==> src/rtl/serial_rx_if.sv <==
// Receive-side handshake bundle: serial line in, byte stream plus status out.
// The receiver drives the byte stream; the consumer holds the slave side.
interface serial_rx_if #(
  parameter int DATA_BITS = 8
);
  logic                 serial_i;
  logic [DATA_BITS-1:0] data_o;
  logic                 valid_o;
  logic                 ready_i;
  logic                 frame_err_o;
  logic                 overrun_o;
  logic                 busy_o;

  modport master (
    input  serial_i, ready_i,
    output data_o, valid_o, frame_err_o, overrun_o, busy_o
  );

  modport slave (
    output serial_i, ready_i,
    input  data_o, valid_o, frame_err_o, overrun_o, busy_o
  );
endinterface

==> src/rtl/serial_rx.sv <==
// Serial-to-parallel receiver: start/data/stop framing, sampling at mid-bit,
// byte handed out on a valid/ready port with framing-error and overrun pulses.
module serial_rx #(
  parameter int CLKS_PER_BIT = 16,
  parameter int DATA_BITS    = 8
) (
  input  logic       clk,
  input  logic       reset,
  serial_rx_if.master bus
);
  localparam int CW = $clog2(CLKS_PER_BIT);
  localparam int BW = $clog2(DATA_BITS + 1);
  localparam logic [CW-1:0] HALF_M1  = CW'(CLKS_PER_BIT/2 - 1);
  localparam logic [CW-1:0] FULL_M1  = CW'(CLKS_PER_BIT - 1);
  localparam logic [BW-1:0] LAST_BIT = BW'(DATA_BITS - 1);

  typedef enum logic [2:0] {IDLE, START, DATA, STOP, WAIT_IDLE} state_t;

  state_t               r_state, w_next;
  logic [1:0]           r_sync;
  logic                 w_s;
  logic [CW-1:0]        r_cnt;
  logic [BW-1:0]        r_bits;
  logic [DATA_BITS-1:0] r_shift, r_data;
  logic                 r_valid, r_ferr, r_ovr;
  logic                 w_cnt_clr, w_shift, w_deliver, w_ferr;

  assign w_s = r_sync[1];

  always_comb begin
    w_next    = r_state;
    w_cnt_clr = 1'b0;
    w_shift   = 1'b0;
    w_deliver = 1'b0;
    w_ferr    = 1'b0;
    case (r_state)
      IDLE: if (!w_s) begin
        w_next    = START;
        w_cnt_clr = 1'b1;
      end
      START: if (r_cnt == HALF_M1) begin
        w_cnt_clr = 1'b1;
        w_next    = w_s ? IDLE : DATA;
      end
      DATA: if (r_cnt == FULL_M1) begin
        w_cnt_clr = 1'b1;
        w_shift   = 1'b1;
        if (r_bits == LAST_BIT) w_next = STOP;
      end
      STOP: if (r_cnt == FULL_M1) begin
        w_cnt_clr = 1'b1;
        if (w_s) begin
          w_deliver = 1'b1;
          w_next    = IDLE;
        end else begin
          w_ferr = 1'b1;
          w_next = WAIT_IDLE;
        end
      end
      WAIT_IDLE: if (w_s) w_next = IDLE;
      default: w_next = IDLE;
    endcase
  end

  always_ff @(posedge clk) begin
    if (reset) begin
      r_sync  <= 2'b11;
      r_state <= IDLE;
      r_cnt   <= '0;
      r_bits  <= '0;
      r_shift <= '0;
      r_data  <= '0;
      r_valid <= 1'b0;
      r_ferr  <= 1'b0;
      r_ovr   <= 1'b0;
    end else begin
      r_sync  <= {r_sync[0], bus.serial_i};
      r_state <= w_next;

      if (w_cnt_clr || r_state == IDLE || r_state == WAIT_IDLE) r_cnt <= '0;
      else                                                      r_cnt <= r_cnt + CW'(1);

      // Bit count only matters inside DATA; any other state re-arms it.
      if (r_state != DATA) r_bits <= '0;
      else if (w_shift)    r_bits <= r_bits + BW'(1);

      if (w_shift) r_shift <= {w_s, r_shift[DATA_BITS-1:1]};

      r_ferr <= w_ferr;
      r_ovr  <= 1'b0;
      if (w_deliver) begin
        if (!r_valid || bus.ready_i) begin
          r_data  <= r_shift;
          r_valid <= 1'b1;
        end else begin
          r_ovr <= 1'b1;
        end
      end else if (r_valid && bus.ready_i) begin
        r_valid <= 1'b0;
      end
    end
  end

  assign bus.data_o      = r_data;
  assign bus.valid_o     = r_valid;
  assign bus.frame_err_o = r_ferr;
  assign bus.overrun_o   = r_ovr;
  assign bus.busy_o      = (r_state != IDLE);
endmodule
==> src/flat_wrapper.sv <==
// flat-port wrapper written by rule: the top's interface ports become plain ports
module serial_rx_flat 
#(
  parameter int CLKS_PER_BIT = 16,
  parameter int DATA_BITS    = 8
)
  (clk, reset, bus_serial_i, bus_ready_i, bus_data_o, bus_valid_o, bus_frame_err_o, bus_overrun_o, bus_busy_o);
  serial_rx_if #(.DATA_BITS(DATA_BITS)) bus_i ();
  input  logic clk;
  input  logic reset;
  input wire logic [$bits(bus_i.serial_i)-1:0] bus_serial_i;
  input wire logic [$bits(bus_i.ready_i)-1:0] bus_ready_i;
  output wire logic [$bits(bus_i.data_o)-1:0] bus_data_o;
  output wire logic [$bits(bus_i.valid_o)-1:0] bus_valid_o;
  output wire logic [$bits(bus_i.frame_err_o)-1:0] bus_frame_err_o;
  output wire logic [$bits(bus_i.overrun_o)-1:0] bus_overrun_o;
  output wire logic [$bits(bus_i.busy_o)-1:0] bus_busy_o;
  assign bus_i.serial_i = bus_serial_i;
  assign bus_i.ready_i = bus_ready_i;
  assign bus_data_o = bus_i.data_o;
  assign bus_valid_o = bus_i.valid_o;
  assign bus_frame_err_o = bus_i.frame_err_o;
  assign bus_overrun_o = bus_i.overrun_o;
  assign bus_busy_o = bus_i.busy_o;
  serial_rx #(.CLKS_PER_BIT(CLKS_PER_BIT), .DATA_BITS(DATA_BITS)) u_core (.clk(clk), .reset(reset), .bus(bus_i));
endmodule
==> config.mk <==
export PLATFORM = sky130hd
export DESIGN_NAME = serial_rx_flat
export DESIGN_NICKNAME = d
export VERILOG_FILES = /design/src/rtl/serial_rx_if.sv /design/src/rtl/serial_rx.sv /design/src/flat_wrapper.sv
export SDC_FILE = /design/constraint.sdc
export NUM_CORES = 1
export LEC_CHECK = 0
export CORE_UTILIZATION = 32
export CTS_CLUSTER_SIZE = 24
export DETAILED_ROUTE_END_ITERATION = 10
export GPL_TIMING_DRIVEN = 0
export PLACE_DENSITY = 0.53
export SKIP_CTS_REPAIR_TIMING = 1
export SLEW_MARGIN = 10
export SYNTH_ARGS = -nofsm -noshare
export SYNTH_HDL_FRONTEND = slang
export SYNTH_SLANG_ARGS = --single-unit
==> constraint.sdc <==
create_clock -name clk -period 1.4 [get_ports clk]
set_input_delay 0.28 -clock clk [delete_from_list [all_inputs] [get_ports clk]]
set_output_delay 0.28 -clock clk [all_outputs]
set_load 0.05 [all_outputs]
---- Yosys cells after proc, flatten, opt, wreduce, memory -nomap -nowiden ----
Cells that the tools add are included.
word-level totals
  bits of input ports ..................... 4
  register bits ........................... 32
  output and inout bits ................... 12
  word-level logic and storage cells ...... 66
cells by class
  muxes and demuxes ....................... 21
  bitwise operators ....................... 3
  equal/unequal tests ..................... 15
  reduce and logical (&&, ||, !) cells .... 16
  add/subtract/negate cells ............... 2
operators by type and width
  kind                                                   count
  2-to-1 mux 3 bit                                       7
  one-hot mux 3 bit (5 select lines)                     1
  2-to-1 mux 1 bit                                       11
  inequality test 2 x 1 -> 1 bit, second input constant  5
  adder 4 x 1 -> 4 bit, second input constant            2
  equality test 4 x 3 -> 1 bit, second input constant    2
  OR reduction 2 bit                                     4
  equality test 3 x 2 -> 1 bit, second input constant    2
  AND reduction 6 bit                                    1
  equality test 4 bit, second input constant             1
  inequality test 2 bit, second input constant           2
  AND reduction 2 bit                                    2
  equality test 3 x 1 -> 1 bit, second input constant    1
  equality test 3 bit, second input constant             1
  zero test 3 bit                                        1
  logical OR 1 bit                                       3
  inequality test 3 x 2 -> 1 bit, second input constant  1
  inverter 1 bit                                         3
  one-hot mux 1 bit (3 select lines)                     1
  nonzero test 3 bit                                     1
  OR reduction 3 bit                                     1
  2-to-1 mux 2 bit                                       1
  nonzero test 2 bit                                     1
  logical AND 1 bit                                      1
  zero test 1 bit                                        1

---- Logic depth before layout (Yosys ltp) ----
Gate-level depths: netlist of run 1.
  depth in word-level cells ............... 6
  mapped depth ............................ 7
  gate-level depth less buffers ........... 5

---- Worst setup path after synthesis of run 1 ----
Ideal clock, no wire load.
  path type ............................... reg-to-reg
  start point ............................. register u_core.r_cnt[0]
  end point ............................... register u_core.r_state[0]
  period minus slack after synthesis ...... 1529 ps
  data required time ...................... 1279 ps
  arrival ................................. 1408 ps
  cell stages (with the launch flop) ...... 6
  library setup time ...................... 121 ps
  path slack .............................. -129 ps
  path through ............................ dfxtp_1 > ha_1 > and3b_2 > o2bb2ai_2 > a221o_2 > mux2_4
between the ends
  word-level cells in the longest chain between the ends .. 3
  elaborated cells on any way between the ends .. 6
  those cells by class .................... eq/ne (5); reduce/logical (1)
ends and longest elaborated chain
  what                                                                        line                                               source
  start, declared                                                             serial_rx.sv:22                                    logic [CW-1:0] r_cnt;
  start signal, assigned                                                      serial_rx.sv:81                                    else r_cnt <= r_cnt + CW'(1);
  equality test 4 bit / equality test 4 x 3 -> 1 bit (equally long branches)  serial_rx.sv:45, serial_rx.sv:50, serial_rx.sv:41
  inequality test 2 x 1 -> 1 bit (no source line)                             --
  AND reduction 6 bit (no source line) (*)                                    --
  end signal, assigned                                                        serial_rx.sv:78                                    r_state <= w_next;
  end, declared                                                               serial_rx.sv:19                                    state_t r_state, w_next;
Every way passes the cells marked *; elsewhere a longest branch is shown, timed or not.
A chain may end at the register's enable or synchronous reset.

---- Worst setup path after layout of run 1 ----
  start point ............................. register u_core.r_state[0]
  end point ............................... output port bus_busy_o
between the ends
  word-level cells in the longest chain between the ends .. 1
ends and longest elaborated chain
  what                line                source
  nonzero test 3 bit  serial_rx.sv:108    assign bus.busy_o = (r_state != IDLE);
  end, declared       flat_wrapper.sv:17  output wire logic [$bits(bus_i.busy_o)-1:0] bus_busy_o;
Every way passes these cells.

==> results of run 1 <==
==> final timing paths <==
check | startpoint | slack [ps] | cells after the start | to
worst max-delay path | u_core.r_state[0] | -300 | 3 | bus_busy_o
worst min-delay path | reset | 300 | 2 | u_core.r_sync[0]
worst max register to register | u_core.r_state[1] | -140 | 5 | u_core.r_state[0]
worst min register to register | u_core.r_sync[0] | 410 | 1 | u_core.r_sync[1]
==> state kept, by name, summed over array words and instances, names as in the netlist <==
| signal | flops |
|---|---|
| u_core.bus.data_o | 8 |
| u_core.r_cnt | 4 |
| u_core.bus.overrun_o | 1 |
| u_core.r_bits | 4 |
| u_core.bus.valid_o | 1 |
| u_core.r_shift | 8 |
| u_core.bus.frame_err_o | 1 |
| u_core.r_sync | 2 |
| u_core.r_state | 3 |
==> power breakdown <==
group	switching (mW)	internal, mW	leakage, nW
sequential	0.0192	0.937	0.259
combinational	0.183	0.207	0.507
clock	0.351	0.346	0.0479
==> through the flow <==
stage / area (um^2) / setup TNS, ps
after global routing: 1729 / -2566
after CTS: 1644 / -5620
after global placement: 1556 / -2214
after floorplan: 1354 / -245.6
final: 1729 / -1288
after detailed placement: 1556 / -2457
==> cell type report <==
cell class / count / area share [%]
multi-input combinational: 99 / 37.77
sequential: 32 / 37.19
timing repair buffer: 17 / 11.29
buffer: 10 / 4.848
clock buffer: 5 / 3.980
tap: 50 / 3.618
clock inverter: 3 / 1.085
inverter: 1 / 0.2171
==> cell usage after synthesis <==
cell | number | area share [%]
dfxtp_1 | 32 | 48
nor2_1 | 20 | 5.6
nand3_1 | 13 | 4.9
nand2_1 | 12 | 3.4
a21oi_1 | 10 | 3.7
mux2i_1 | 9 | 6.7
buf_2 | 4 | 1.5
buf_6 | 3 | 2.5
nor2b_1 | 3 | 1.4
nor3_1 | 3 | 1.1
xor2_1 | 3 | 2.0
and3_1 | 2 | 0.93
clkbuf_1 | 2 | 0.56
ha_1 | 2 | 1.9
nand2b_1 | 2 | 0.93
nand3b_1 | 2 | 1.1
or2_2 | 2 | 0.93
xnor2_1 | 2 | 1.3
a211o_1 | 1 | 0.65
a221o_2 | 1 | 0.84
and3b_2 | 1 | 0.75
and4b_1 | 1 | 0.75
buf_4 | 1 | 0.56
inv_1 | 1 | 0.28
mux2_4 | 1 | 1.1
nand4_1 | 1 | 0.47
nor3b_1 | 1 | 0.56
nor3b_2 | 1 | 0.93
o221ai_1 | 1 | 0.65
o2bb2ai_2 | 1 | 1.1
or2b_1 | 1 | 0.56
or3_2 | 1 | 0.56
or3b_1 | 1 | 0.65
xor2_2 | 1 | 1.2
==> worst max-delay path, stage by stage (launching register included) <==
cell and delay, ps:
dfxtp_1 320, buf_4 170, or3_2 490, buf_6 170
==> cells by family (layout without fill, tap and decap cells) <==
| kind of cell | Yosys count | in the layout | synth area share [%] |
|---|---|---|---|
| compound gates | 14 | 14 | 7.009 |
| xor+xnor | 6 | 6 | 4.487 |
| fa+ha+maj | 2 | 2 | 1.869 |
| buf+inv | 11 | 36 | 5.421 |
| simple gates | 67 | 67 | 25.51 |
| mux | 10 | 10 | 7.850 |
| flops | 32 | 32 | 47.85 |
==> routing by layer <==
metal / GRT usage, % / vias up / part of all wire, %
li1: - / 533 / -
met1: 16.96 / 499 / 47
met2: 20.58 / 20 / 47
met3: 4.623 / 5 / 4.3
met4: 5.585 / 0 / 1.6
met5: 0 / - / 0
==> impl_metrics.env, run 1 <==
export IMPL_power_density_mw_per_mm2=1181
export IMPL_setup_viol=12
export IMPL_firstDrtPassIters=4
export IMPL_place_ws_ps=-540.3
export IMPL_drc=0
export IMPL_core_region_area_mm2=0.004000
export IMPL_synth_seq_cells=32
export IMPL_critPathCaptureType="output port"
export IMPL_areaGrowthSynthToFinish_pct=29.16
export IMPL_post_drt_wl_per_cell_um=12.12
export IMPL_clock_skew_ps=9.254
export IMPL_grt_pass1_wl_um=4381
export IMPL_layout_cells_non_filler=217
export IMPL_min_path_type="in -> reg"
export IMPL_regArea_um2=643.1
export IMPL_drv_slew=0
export IMPL_final_common_cell="dfxtp_1"
export IMPL_yosysWarnings=0
export IMPL_crit_path_start_kind="flop"
export IMPL_synth_cells=142
export IMPL_antenna_left=0
export IMPL_row_count=23
export IMPL_dp_cells=206
export IMPL_cts_buffer_depth=2
export IMPL_clk_latency_ps=280
export IMPL_num_io_pins=16
export IMPL_relSlewSlack_pct=64.42
export IMPL_via_per_inst=4.871
export IMPL_grt_use_total_pct=13.43
export IMPL_critPathMaxFanout=10
export IMPL_period_minus_slack_ps=1697
export IMPL_multi_input_area_um2=653.1
export IMPL_grt_max_degree=12
export IMPL_layout_drive_gt1_share_pct=20.96
export IMPL_drtIter0Drc=35
export IMPL_synth_distinct_cells=34
export IMPL_maxCapViolations=0
export IMPL_place_gp_congestion=0.7529
export IMPL_antenna_cells=0
export IMPL_crit_type="reg -> out"
export IMPL_fillers=374
export IMPL_portBuffers=14
export IMPL_cts_tree="built"
export IMPL_worstPathArrival_ps=1420
export IMPL_timing_hold_ws_ps=304.7
export IMPL_cp_required_ps=1120
export IMPL_fmaxAchievable_ghz=0.5892
export IMPL_violations="setup timing"
export IMPL_antenna_found_initial=0
export IMPL_root_buffer="clkbuf_8"
export IMPL_dieArea_mm2=0.004446
export IMPL_dp_hpwl_um=1838
export IMPL_setup_ws_ps=-297.4
export IMPL_vias=1057
export IMPL_fin_crit_sh_pct=121.2
export IMPL_mappedNetlistArea_mm2=0.001339
export IMPL_clk_pin_slew_worst_paths_ps=70
export IMPL_cts_buffers=5
export IMPL_report_final_hold_viol_count=0
export IMPL_fp_dieW_um=66.68
export IMPL_syn_avg_cell_area_um2=9.428
export IMPL_finalWirelength_um=2630
export IMPL_nets=172
export IMPL_ys_seq_area_share_pct=47.85
export IMPL_gr_total_overflow=0
export IMPL_leakage_nw=0.8142
export IMPL_syn_nets=148
export IMPL_outcome="complete, but fails checks"
export IMPL_worst_ir_drop_vdd_uv=631.2
export IMPL_cts_htree_levels=2
export IMPL_grt_pass1_vias=966
export IMPL_most_common_layout_cells="30 x dfxtp_1, 20 x nor2_1, 13 x nand3_1, 11 x nand2_1, 11 x dlymetal6s2s_1"
export IMPL_cts_sinks=32
export IMPL_worst_pin_slew_ps=532.9
export IMPL_start_util_pct=33.47
export IMPL_total_power_mw=2.043
export IMPL_finish_utilization_pct=43.23
export IMPL_die_h_um=66.68
export IMPL_rsz0062_at_grt="true"
Note: power is estimated with default switching activity, not from simulation.
==> run 2, diff against run 1 <==
--- a/config.mk
+++ b/config.mk
@@ -5,11 +5,12 @@
 export SDC_FILE = /design/constraint.sdc
 export NUM_CORES = 1
 export LEC_CHECK = 0
-export CORE_UTILIZATION = 32
+export CORE_ASPECT_RATIO = 1.2
+export CORE_UTILIZATION = 34
 export CTS_CLUSTER_SIZE = 24
 export DETAILED_ROUTE_END_ITERATION = 10
 export GPL_TIMING_DRIVEN = 0
-export PLACE_DENSITY = 0.53
+export PLACE_DENSITY = 0.56
 export SKIP_CTS_REPAIR_TIMING = 1
 export SLEW_MARGIN = 10
 export SYNTH_ARGS = -nofsm -noshare
==> run 2 against run 1 <==
Against the previous run: highest routed layer unchanged; register-to-register slack about the same; sequential power increased by 0.6%; final cell count increased by 3.2%; critical path depth unchanged; the run still ends with setup timing left; via count increased by 0.38%; total power increased by 7.6%; global-route usage decreased by 0.43 points; clock power increased by 23%; design area increased by 3.5%.
==> impl_metrics.env, run 2 (synthesis gave the netlist of run 1 again) <==
export IMPL_clk_latency_ps=280
export IMPL_gr_total_overflow=0
export IMPL_critical_path_max_stage_delay_ps=490
export IMPL_vias=1061
export IMPL_crit_family="simple AND/OR/NAND/NOR gates"
export IMPL_dp_cells=208
export IMPL_cts_sinks=32
export IMPL_fmaxAchievable_ghz=0.5952
export IMPL_cp_required_ps=1120
export IMPL_antenna_left=0
export IMPL_crit_path_frequent_cell="buf_6"
export IMPL_crit_type="reg -> out"
export IMPL_wl_met2_um=1355
export IMPL_leakage_nw=0.8347
export IMPL_clk_pin_slew_worst_paths_ps=60
export IMPL_dieArea_mm2=0.004193
export IMPL_routed_wl_met3_um=112
export IMPL_place_ws_ps=-527.3
export IMPL_core_region_area_mm2=0.003694
export IMPL_cts_tree="built"
export IMPL_grt_pass1_vias=934
export IMPL_layout_drive_gt1_share_pct=23.26
export IMPL_cp_slowest_cell="or3_2"
export IMPL_dp_hpwl_um=1786
export IMPL_start_util_pct=36.25
export IMPL_layout_cells_non_filler=224
export IMPL_cts_htree_levels=2
export IMPL_firstDrtPassIters=4
export IMPL_violations="setup timing"
export IMPL_grt_max_degree=11
export IMPL_cts_buffer_depth=2
export IMPL_top_layer="met4"
export IMPL_setup_viol=11
export IMPL_crit_chain="buf_6 > or3_2 > buf_6"
export IMPL_num_io_pins=16
export IMPL_post_drt_wl_per_cell_um=11.38
export IMPL_maxCapViolations=0
export IMPL_row_count=24
export IMPL_most_common_layout_cells="28 x dfxtp_1, 20 x nor2_1, 12 x nand2_1, 12 x nand3_1, 11 x dlymetal6s2s_1"
export IMPL_antenna_cells=0
export IMPL_critPathMaxFanout=10
export IMPL_finalWirelength_um=2550
export IMPL_relSlewSlack_pct=65.90
export IMPL_total_power_mw=2.199
export IMPL_portBuffers=14
export IMPL_worst_pin_slew_ps=510.7
export IMPL_nets=177
export IMPL_final_common_cell="dfxtp_1"
export IMPL_grt_pass1_wl_um=3974
export IMPL_grt_use_total_pct=12.99
export IMPL_crit_buf_inv=2
export IMPL_report_final_hold_viol_count=0
export IMPL_drtIter0Drc=25
export IMPL_min_path_type="in -> reg"
export IMPL_fin_crit_sh_pct=120.0
export IMPL_root_buffer="clkbuf_8"
export IMPL_crit_path_start_kind="flop"
export IMPL_outcome="complete, but fails checks"
export IMPL_antenna_found_initial=0
export IMPL_areaGrowthSynthToFinish_pct=33.74
export IMPL_clock_skew_ps=3.589
export IMPL_drc=0
export IMPL_worst_ir_drop_vdd_uv=602.6
export IMPL_rsz0062_at_grt="true"
export IMPL_place_gp_congestion=0.8227
export IMPL_finish_utilization_pct=48.48
export IMPL_period_minus_slack_ps=1680
export IMPL_die_h_um=70.74
export IMPL_power_density_mw_per_mm2=1228
export IMPL_fp_dieW_um=59.28
export IMPL_drv_slew=0
export IMPL_wl_met1_um=1032
export IMPL_via_per_inst=4.737
export IMPL_worstPathArrival_ps=1400
export IMPL_critPathCaptureType="output port"
export IMPL_cts_buffers=5
export IMPL_setup_ws_ps=-280.0
run 2: changes by cell type in the layout (fill, tap and decap cells not counted), sizes merged:
cell,change
clkinv,-2
bufinv,+1
buf,+4
clkbuf,+2
run 2: path summary, 6_finish.rpt:
path | start | to | slack (ps) | cells after the start
worst min-delay path | reset | u_core.r_sync[0] | 300 | 2
worst max register to register | u_core.r_state[1] | u_core.r_state[0] | -140 | 5
worst min register to register | u_core.r_sync[0] | u_core.r_sync[1] | 410 | 1
worst max-delay path | u_core.r_state[0] | bus_busy_o | -280 | 3
run 2: layer usage:
metal,track usage (%),vias up
met5,0,-
met4,5.556,0
met3,5.484,7
met2,23.35,22
met1,12.57,492
li1,-,540
run 2: report_power, final:
part / total [mW] / switching (mW) / internal [mW] / leakage (nW)
Combinational: 0.379 / 0.184 / 0.194 / 0.519
Clock: 0.859 / 0.331 / 0.527 / 0.0552
Sequential: 0.962 / 0.0214 / 0.940 / 0.260
run 2: per-stage QoR:
step	hold slack (ps)	instance area (um^2)	setup TNS, ps
after floorplan	383.8	1354	-245.6
after global placement	401.9	1559	-2291
after detailed placement	399.6	1559	-2530
after CTS	297.2	1667	-5704
after global routing	310.6	1790	-2257
final	299.4	1790	-1346
run 2: final cells by class:
class,instances,area [um^2]
inverters,1,3.754
plain buffers,10,87.58
fillers,376,1903
clock inverters,2,35.03
flip-flops and latches,32,645.6
clock buffers,6,72.57
multi-input cells,99,654.4
well taps,52,65.06
repair buffers,22,226.5
run 2: worst reg2reg max path: stages (launching register included):
cell and delay [ps]:
dfxtp_2 320, buf_6 110, or3b_1 400, o2bb2ai_2 150
a221o_2 150, mux2_4 290
